<file path="src/rtl/picosoc_bus_interconnect_pkg.sv">
// Shared types and defaults for the PicoSoC bus interconnect.
// The optional error log is enabled with the PICOSOC_BUSIC_ERRLOG_EN macro (see top).
package picosoc_bus_interconnect_pkg;

    // Request FSM encoding; values are fixed so waveforms stay readable across builds.
    typedef enum logic [1:0] {
        ST_IDLE   = 2'd0,
        ST_ACCESS = 2'd1,
        ST_RESP   = 2'd2
    } bus_state_e;

    // Read data returned on any error response.
    localparam logic [31:0] ERR_RDATA_DEFAULT = 32'hDEAD_BEEF;

    // Default SoC map for 4 slaves, packed {slave3, slave2, slave1, slave0}:
    // SRAM 1 KiB at 0, SPI flash 1 MiB at 0x0010_0000, cfg/UART regs at 0x0200_0000,
    // iomem 16 MiB at 0x0300_0000.
    localparam logic [4*32-1:0] DEFAULT_SLAVE_BASE = {
        32'h0300_0000, 32'h0200_0000, 32'h0010_0000, 32'h0000_0000
    };
    localparam logic [4*32-1:0] DEFAULT_SLAVE_MASK = {
        32'hFF00_0000, 32'hFFFF_FF00, 32'hFFF0_0000, 32'hFFFF_FC00
    };

    // Width of a slave index; a single slave still needs one bit.
    function automatic int sel_width(input int num_slaves);
        return (num_slaves > 1) ? $clog2(num_slaves) : 1;
    endfunction

endpackage

</file>
<file path="src/rtl/picosoc_bus_interconnect_timeout.sv">
// Access watchdog: cleared on entry to ACCESS, counts while enabled, flags the last
// allowed cycle. Saturates instead of wrapping.
module picosoc_bus_interconnect_timeout #(
    parameter int TIMEOUT_CYCLES = 255
) (
    input  logic clk_i,
    input  logic reset_i,
    input  logic clear_i,
    input  logic enable_i,
    output logic expire_o
);

    localparam int CNT_W = $clog2(TIMEOUT_CYCLES + 1);
    localparam logic [CNT_W-1:0] LAST = CNT_W'(TIMEOUT_CYCLES - 1);
    localparam logic [CNT_W-1:0] SAT  = CNT_W'(TIMEOUT_CYCLES);

    logic [CNT_W-1:0] count_q;
    logic [CNT_W-1:0] count_d;

    // Next count: clear wins, otherwise count up while enabled and below saturation.
    always_comb begin
        // NOTE: default first so every path assigns count_d; otherwise a latch is inferred.
        count_d = count_q;
        if (clear_i) begin
            count_d = '0;
        end else if (enable_i && (count_q != SAT)) begin
            count_d = count_q + 1'b1;
        end
    end

    // Counter register with synchronous reset.
    always_ff @(posedge clk_i) begin
        // NOTE: non-blocking in clocked blocks so every flop samples pre-edge values.
        if (reset_i) begin
            count_q <= '0;
        end else begin
            count_q <= count_d;
        end
    end

    assign expire_o = enable_i && (count_q == LAST);

endmodule

</file>
<file path="src/rtl/picosoc_bus_interconnect.sv">
// Address decode / handshake / read-data mux between the picorv32 native memory port
// and NUM_SLAVES targets. Unmapped and hung accesses end in an error response.
// Optional feature macro: PICOSOC_BUSIC_ERRLOG_EN (err_addr capture + error counter).
module picosoc_bus_interconnect
    import picosoc_bus_interconnect_pkg::*;
#(
    parameter int                           NUM_SLAVES     = 4,
    parameter int                           DATA_W         = 32,
    parameter int                           ADDR_W         = 32,
    parameter logic [NUM_SLAVES*ADDR_W-1:0] SLAVE_BASE     = DEFAULT_SLAVE_BASE,
    parameter logic [NUM_SLAVES*ADDR_W-1:0] SLAVE_MASK     = DEFAULT_SLAVE_MASK,
    parameter int                           TIMEOUT_CYCLES = 255,
    parameter logic [DATA_W-1:0]            ERR_RDATA      = DATA_W'(ERR_RDATA_DEFAULT)
) (
    input  logic                         clk_i,
    input  logic                         reset_i,
    input  logic                         mem_valid_i,
    input  logic [ADDR_W-1:0]            mem_addr_i,
    input  logic [DATA_W/8-1:0]          mem_wstrb_i,
    input  logic [DATA_W-1:0]            mem_wdata_i,
    output logic                         mem_ready_o,
    output logic [DATA_W-1:0]            mem_rdata_o,
    output logic [NUM_SLAVES-1:0]        s_valid_o,
    input  logic [NUM_SLAVES-1:0]        s_ready_i,
    input  logic [NUM_SLAVES*DATA_W-1:0] s_rdata_i,
    output logic [ADDR_W-1:0]            s_addr_o,
    output logic [DATA_W/8-1:0]          s_wstrb_o,
    output logic [DATA_W-1:0]            s_wdata_o,
    output logic                         bus_err_o,
    output logic [ADDR_W-1:0]            err_addr_o
);

    localparam int SEL_W = sel_width(NUM_SLAVES);

    bus_state_e        state_q, state_d;
    logic [SEL_W-1:0]  sel_q, sel_d;
    logic              err_q, err_d;
    logic [DATA_W-1:0] rdata_q, rdata_d;

    logic [NUM_SLAVES-1:0] hit;
    logic [DATA_W-1:0]     slave_rdata [NUM_SLAVES];
    logic [SEL_W-1:0]      hit_sel;
    logic                  any_hit;
    logic                  timer_clear;
    logic                  timer_expire;

    // Address, strobes and write data reach the slaves unregistered.
    assign s_addr_o  = mem_addr_i;
    assign s_wstrb_o = mem_wstrb_i;
    assign s_wdata_o = mem_wdata_i;

    // Per-slave window match and read-data unpacking.
    for (genvar i = 0; i < NUM_SLAVES; i++) begin : g_slave
        assign hit[i] = (mem_addr_i & SLAVE_MASK[i*ADDR_W +: ADDR_W])
                        == SLAVE_BASE[i*ADDR_W +: ADDR_W];
        assign slave_rdata[i] = s_rdata_i[i*DATA_W +: DATA_W];
    end

    assign any_hit = |hit;

    // Priority encode: scanning downwards lets the lowest-index hit overwrite the rest.
    always_comb begin
        hit_sel = '0;
        for (int i = NUM_SLAVES - 1; i >= 0; i--) begin
            if (hit[i]) hit_sel = SEL_W'(i);
        end
    end

    picosoc_bus_interconnect_timeout #(
        .TIMEOUT_CYCLES(TIMEOUT_CYCLES)
    ) u_timeout (
        .clk_i    (clk_i),
        .reset_i  (reset_i),
        .clear_i  (timer_clear),
        .enable_i (state_q == ST_ACCESS),
        .expire_o (timer_expire)
    );

    // Next-state logic: decode in IDLE, wait for the selected slave or the watchdog in ACCESS.
    always_comb begin
        state_d     = state_q;
        sel_d       = sel_q;
        err_d       = err_q;
        rdata_d     = rdata_q;
        timer_clear = 1'b0;
        case (state_q)
            ST_IDLE: begin
                if (mem_valid_i) begin
                    sel_d = hit_sel;
                    if (any_hit) begin
                        state_d     = ST_ACCESS;
                        timer_clear = 1'b1;
                    end else begin
                        state_d = ST_RESP;
                        err_d   = 1'b1;
                        rdata_d = ERR_RDATA;
                    end
                end
            end
            ST_ACCESS: begin
                // A withdrawn request is dropped silently; a ready beats a same-cycle timeout.
                if (!mem_valid_i) begin
                    state_d = ST_IDLE;
                end else if (s_ready_i[sel_q]) begin
                    state_d = ST_RESP;
                    err_d   = 1'b0;
                    rdata_d = slave_rdata[sel_q];
                end else if (timer_expire) begin
                    state_d = ST_RESP;
                    err_d   = 1'b1;
                    rdata_d = ERR_RDATA;
                end
            end
            ST_RESP: state_d = ST_IDLE;
            default: state_d = ST_IDLE;
        endcase
    end

    // FSM and response registers.
    always_ff @(posedge clk_i) begin
        if (reset_i) begin
            state_q <= ST_IDLE;
            sel_q   <= '0;
            err_q   <= 1'b0;
            rdata_q <= '0;
        end else begin
            state_q <= state_d;
            sel_q   <= sel_d;
            err_q   <= err_d;
            rdata_q <= rdata_d;
        end
    end

    // One-hot request to the selected slave while in ACCESS.
    always_comb begin
        s_valid_o = '0;
        if (state_q == ST_ACCESS) s_valid_o[sel_q] = 1'b1;
    end

    assign mem_ready_o = (state_q == ST_RESP);
    assign bus_err_o   = mem_ready_o && err_q;
    assign mem_rdata_o = rdata_q;

`ifdef PICOSOC_BUSIC_ERRLOG_EN
    logic              err_capture;
    logic [ADDR_W-1:0] err_addr_q;
    logic [15:0]       err_cnt_q;

    assign err_capture = (state_q != ST_RESP) && (state_d == ST_RESP) && err_d;

    // Error log: last errored address and a saturating count for debug.
    always_ff @(posedge clk_i) begin
        if (reset_i) begin
            err_addr_q <= '0;
            err_cnt_q  <= '0;
        end else if (err_capture) begin
            err_addr_q <= mem_addr_i;
            if (err_cnt_q != 16'hFFFF) err_cnt_q <= err_cnt_q + 16'd1;
        end
    end

    assign err_addr_o = err_addr_q;
`else
    assign err_addr_o = '0;
`endif

endmodule
</file>
<file path="config.mk">
export PLATFORM = sky130hd
export DESIGN_NAME = picosoc_bus_interconnect
export DESIGN_NICKNAME = d
export VERILOG_FILES = /design/src/rtl/picosoc_bus_interconnect_pkg.sv /design/src/rtl/picosoc_bus_interconnect_timeout.sv /design/src/rtl/picosoc_bus_interconnect.sv
export SDC_FILE = /design/constraint.sdc
export NUM_CORES = 1
export LEC_CHECK = 0
export ABC_AREA = 1
export CELL_PAD_IN_SITES_DETAIL_PLACEMENT = 1
export CELL_PAD_IN_SITES_GLOBAL_PLACEMENT = 1
export CORE_AREA = 2 2 136 138
export DETAILED_ROUTE_END_ITERATION = 8
export DIE_AREA = 0 0 138 140
export GPL_ROUTABILITY_DRIVEN = 0
export PLACE_DENSITY_LB_ADDON = 0.1
export SETUP_SLACK_MARGIN = 0.15
export SLEW_MARGIN = 0
export SYNTH_ARGS = -nofsm -noshare
export SYNTH_HDL_FRONTEND = slang
export SYNTH_SLANG_ARGS = --single-unit
</file>
<file path="constraint.sdc">
create_clock -name clk_i -period 3 [get_ports clk_i]
set_input_delay 0.3 -clock clk_i [delete_from_list [all_inputs] [get_ports clk_i]]
set_output_delay 0.3 -clock clk_i [all_outputs]
set_load 0.02 [all_outputs]
</file>
Word-level counts from Yosys, hierarchy flattened
Cells that the tools add are included.
- bits in registers: 45
- logic and storage cells: 67
- add/sub/neg operators: 1
- magnitude comparators: 3
- equal/unequal tests: 12
- mux-type cells: 33
- bitwise logic cells: 1
- reduce and logical (&&, ||, !) cells: 12
- operator list (kind ; count):
    $mux W32 ; 7
    $bmux W32 S2 ; 1
    $pmux W32 S2 ; 1
    $logic_not A32 Y1 ; 1
    $eq A24 B18 Y1 const B ; 1
    $mux W2 ; 9
    $eq A12 B1 Y1 const B ; 1
    $mux W1 ; 10
    $add A8 B1 Y8 const B ; 1
    $eq A8 B2 Y1 const B ; 1
    $eq A8 B8 Y1 const B ; 1
    $ne A8 B8 Y1 const B ; 1
    $ne A2 B2 Y1 const B ; 3
    $reduce_and A5 Y1 ; 1
    $logic_and A1 B1 Y1 ; 4
    $mux W4 ; 1
    $ne A4 B4 Y1 const B ; 1
    $pmux W2 S2 ; 1
    $reduce_and A2 Y1 ; 2
    $reduce_or A4 Y1 ; 1
    $ge A3 B3 Y1 const B ; 1
    $lt A2 B3 Y1 const B ; 1
    $ne A3 B3 Y1 const B ; 1
    $not A2 Y3 ; 1
    other kinds (9) ; 9

Logic depth before layout (Yosys ltp)
- depth after elaboration: 7
- mapped depth: 12
- mapped depth without buffers: 11

Cells and area by module
From an unflattened synthesis, not the netlist that was laid out.
- cells, all modules: 582
- area total of the unflattened synthesis: 3738.6 sq um
- by module, submodules not included (module ; times used ; cells an instance ; area each (sq um) ; sequential area each (sq um)):
    picosoc_bus_interconnect ; 1 ; 518 ; 3293.2 ; 740.7
    picosoc_bus_interconnect_timeout ; 1 ; 64 ; 445.4 ; 160.2

Worst setup path before layout
OpenSTA, ideal clock, no wires.
- path type: reg-to-output
- start point: register state_q[0]
- end point: output s_valid_o[0]
- arrival: 1.486 ns
- required time: 2.700 ns
- path slack: 1.214 ns
- stages on the path, launching flop included: 6
- buffers on the path: 1
- cell sequence: dfxtp_1 -> inv_1 -> nor2_2 -> clkbuf_1 -> inv_1 -> nor3_1
- word-level cells in the longest chain between the ends: 2
- ends and longest elaborated chain (what ; RTL line ; RTL):
    from (decl) ; picosoc_bus_interconnect.sv:35 ; bus_state_e state_q, state_d;
    from (signal assigned) ; picosoc_bus_interconnect.sv:127 ; state_q <= state_d;
    $eq A2 B1 Y1 ; picosoc_bus_interconnect.sv:137 ; if (state_q == ST_ACCESS) s_valid_o[sel_q] = 1'b1;
    $mux W4 ; picosoc_bus_interconnect.sv:137 ;
    to (decl) ; picosoc_bus_interconnect.sv:23 ; output logic [NUM_SLAVES-1:0] s_valid_o,
No other way between the ends.

Worst setup path in the final report
- start point: register state_q[0]
- end point: output s_valid_o[1]
Same word-level chain as after synthesis.

==> impl_results.md <==
* Die H at 140 um
* Power density over the cells at 330 nW/um^2
* Max Clk Rate at 0.422 GHz
* Port Buffers at 220
* CTS buffer count at 5
* Post-DRT Antenna Nets at 0
* Post-synthesis sequential area ratio at 24.5%
* Most common cell after layout, fill and taps aside: clkdlybuf4s50_1
* Synth area leader: dfxtp_1
* Synthesis-to-layout area growth at 54.5%
* Vias per cell at 4.41
* Post-CTS Setup Inserts at 0
* CP max-delay cell: clkdlybuf4s50_1
* Crit path capture type: output pin
* Post-cts resize count at 0
* Tot Pwr at 1.87 mW
* Leakage power at 2.25 nW
* Post-synthesis cell area at 3670 um^2
* DR iter-0 viols at 138
* Max Root-Sink Buffers at 2
* Crit Path Class: reg -> out
* Final Max Slew Viols at 0
* Cells after Synth at 570
* MaxCap Viol Count at 0
* Detailed Route WL at 15.3 mm
* Worst min path class: reg -> reg
* Multi-input gate area at 1860 um^2
* Routed len/inst at 16.3 um
* Clk_lat worst skew at 0.29 ns
* Worst path max stage delay at 0.69 ns
* Post-synth top area share at 24.5%
* Hold_buf cts at 0
* Startpoint types: flip-flop
* IR drop worst, VDD at 0.187 mV
* Most frequent CP cell: inv_1
* Core Box Area at 17800 um^2
* Setup TNS at 0 ns
* Clock skew at 0.00399 ns
* Final setup vio count at 0
* Residual DRC at 0
* Syn_area_per_cell at 6.44 um^2
* Total Nets Final at 914
* Status: finished, final reports clean
* FF+latch area at 901 um^2
* FP Rows at 49
* CP max FO at 10
* Ant diodes at 0
* Vias in the first global route at 4138
* First-pass GRT wire length at 23.5 mm
* IO Pins at 341
* Post-DP HPWL at 11.8 mm
* Overflow left after global routing at 0
* CP arrival at 2.07 ns
* Cell variety after synth at 31
* Initial antenna violation count at 0
* First-pass DRT Iterations at 6
* Synthesis warning total at 0
* CTS Root Cell: clkbuf_16
* Largest cells by area after synthesis: dfxtp_1 (25%), buf_4 (20%), a22oi_1 (11%)
* Pin count of the biggest net entering global routing at 54
* Final-report hold violation count at 0
* Flops & latches, synth at 45
* H-Tree Depth at 2
* Total number of vias at 4137
* Initial Util at 20.7%
* RSZ-0062 raised after global routing: no
* Layout cells sized above 1 at 3.80%
* CTS tree: yes
* Die ar. at 19300 um^2
* Tot GR Track Use at 15.2%
* Clock sink total at 45
* Die W at 138 um
* Post-route minimum period at 2.37 ns
* Required time worst endpoint at 2.70 ns
* Slew headroom at 65.7%
* Clk slew on worst S/H paths at 0.06 ns
* Fillers at 2160
* Final worst-path cycle share at 78.9%
* Critical Path, Cell by Cell: inv_1 -> nor2_4 -> inv_1 -> nor3_1 -> clkdlybuf4s50_1
* Most frequent cells in the layout: clkdlybuf4s50_1 (220), nand2_1 (106), nor2_1 (95)
* Worst-Margin Slew at 0.511 ns
critical path, delay by kind of cell, from the launching register on:
| kind | cells | cell delay, ns |
|---|---|---|
| and+or+nand+nor | 2 | 0.45 |
| DFF | 1 | 0.40 |
| buffers and inverters | 3 | 0.92 |
layout make-up:
class	instances	share of cell area [%]
repair buffers	229	40.2
multi-input cells	382	32.8
flip-flops and latches	45	15.9
well taps	229	5.05
inverters	46	3.04
clock buffers	7	2.51
clock inverters	1	0.529
final timing paths:
check	slack, ns	from	cells past startpoint	end
setup / recovery	0.63	state_q[0]	5	s_valid_o[1]
hold / removal	0.49	u_timeout.count_q[0]	2	u_timeout.count_q[0]
setup reg to reg	1.10	state_q[0]	10	mem_rdata_o[18]
hold reg to reg	0.49	u_timeout.count_q[0]	2	u_timeout.count_q[0]
metal layers:
layer  up-vias  track usage [%]  part of all wire, %
li1       2014                -                    -
met1      1958             17.3                   40
met3        22             4.31                  6.8
met4         0             3.71                  1.0
met2       143             28.1                   52
met5         -                0                    0
state kept, by name, indices dropped and copies added, names as in the netlist:
register           cells
mem_rdata_o           32
u_timeout.count_q      8
sel_q                  2
state_q                2
err_q                  1
Yosys cell counts:
| master | instances |
|---|---|
| a21oi_1 | 14 |
| a22oi_1 | 56 |
| a31oi_1 | 2 |
| and2_1 | 1 |
| and3_1 | 1 |
| buf_2 | 7 |
| buf_4 | 100 |
| clkbuf_1 | 21 |
| clkinv_1 | 2 |
| conb_1 | 1 |
| dfxtp_1 | 45 |
| ha_1 | 2 |
| inv_1 | 41 |
| inv_2 | 3 |
| nand2_1 | 106 |
| nand2_2 | 1 |
| nand3_1 | 26 |
| nand3b_1 | 1 |
| nand4_1 | 26 |
| nand4_2 | 1 |
| nor2_1 | 96 |
| nor2_2 | 3 |
| nor2_4 | 1 |
| nor3_1 | 2 |
| o21ai_0 | 3 |
| o21ai_1 | 1 |
| o22ai_1 | 1 |
| or2_0 | 1 |
| or2_2 | 1 |
| xnor2_1 | 1 |
| xor2_1 | 3 |
power by group:
part	switching (mW)	internal [mW]
logic	0.255	0.313
registers	0.0182	0.632
clock network	0.239	0.417
total	0.512	1.36
metrics by stage:
| step | util [%] | hold slack (ns) | area, um^2 | instances | setup slack [ns] |
|---|---|---|---|---|---|
| after floorplan | - | 0.369 | 3790 | 601 | 1.21 |
| after global placement | 30.9 | 0.465 | 5500 | 931 | 0.726 |
| after detailed placement | 30.9 | 0.483 | 5500 | 931 | 0.683 |
| after CTS | 31.9 | 0.493 | 5670 | 939 | 0.584 |
| after global routing | 31.9 | 0.532 | 5670 | 939 | 0.457 |
| final | 31.9 | 0.491 | 5670 | 939 | 0.632 |
kinds of logic after synthesis:
| family | count (synthesis) | synth area share (%) |
|---|---|---|
| and+or+nand+nor | 267 | 31.1 |
| buffers and inverters | 174 | 28.2 |
| AOI/OAI and AO/OA | 77 | 14.4 |
| DFF | 45 | 24.5 |
| xor gates and xnor gates | 4 | 0.954 |
| adders and majority gates | 2 | 0.681 |
| other | 1 | 0.102 |
No activity file was read; power rests on OpenSTA's default activity.
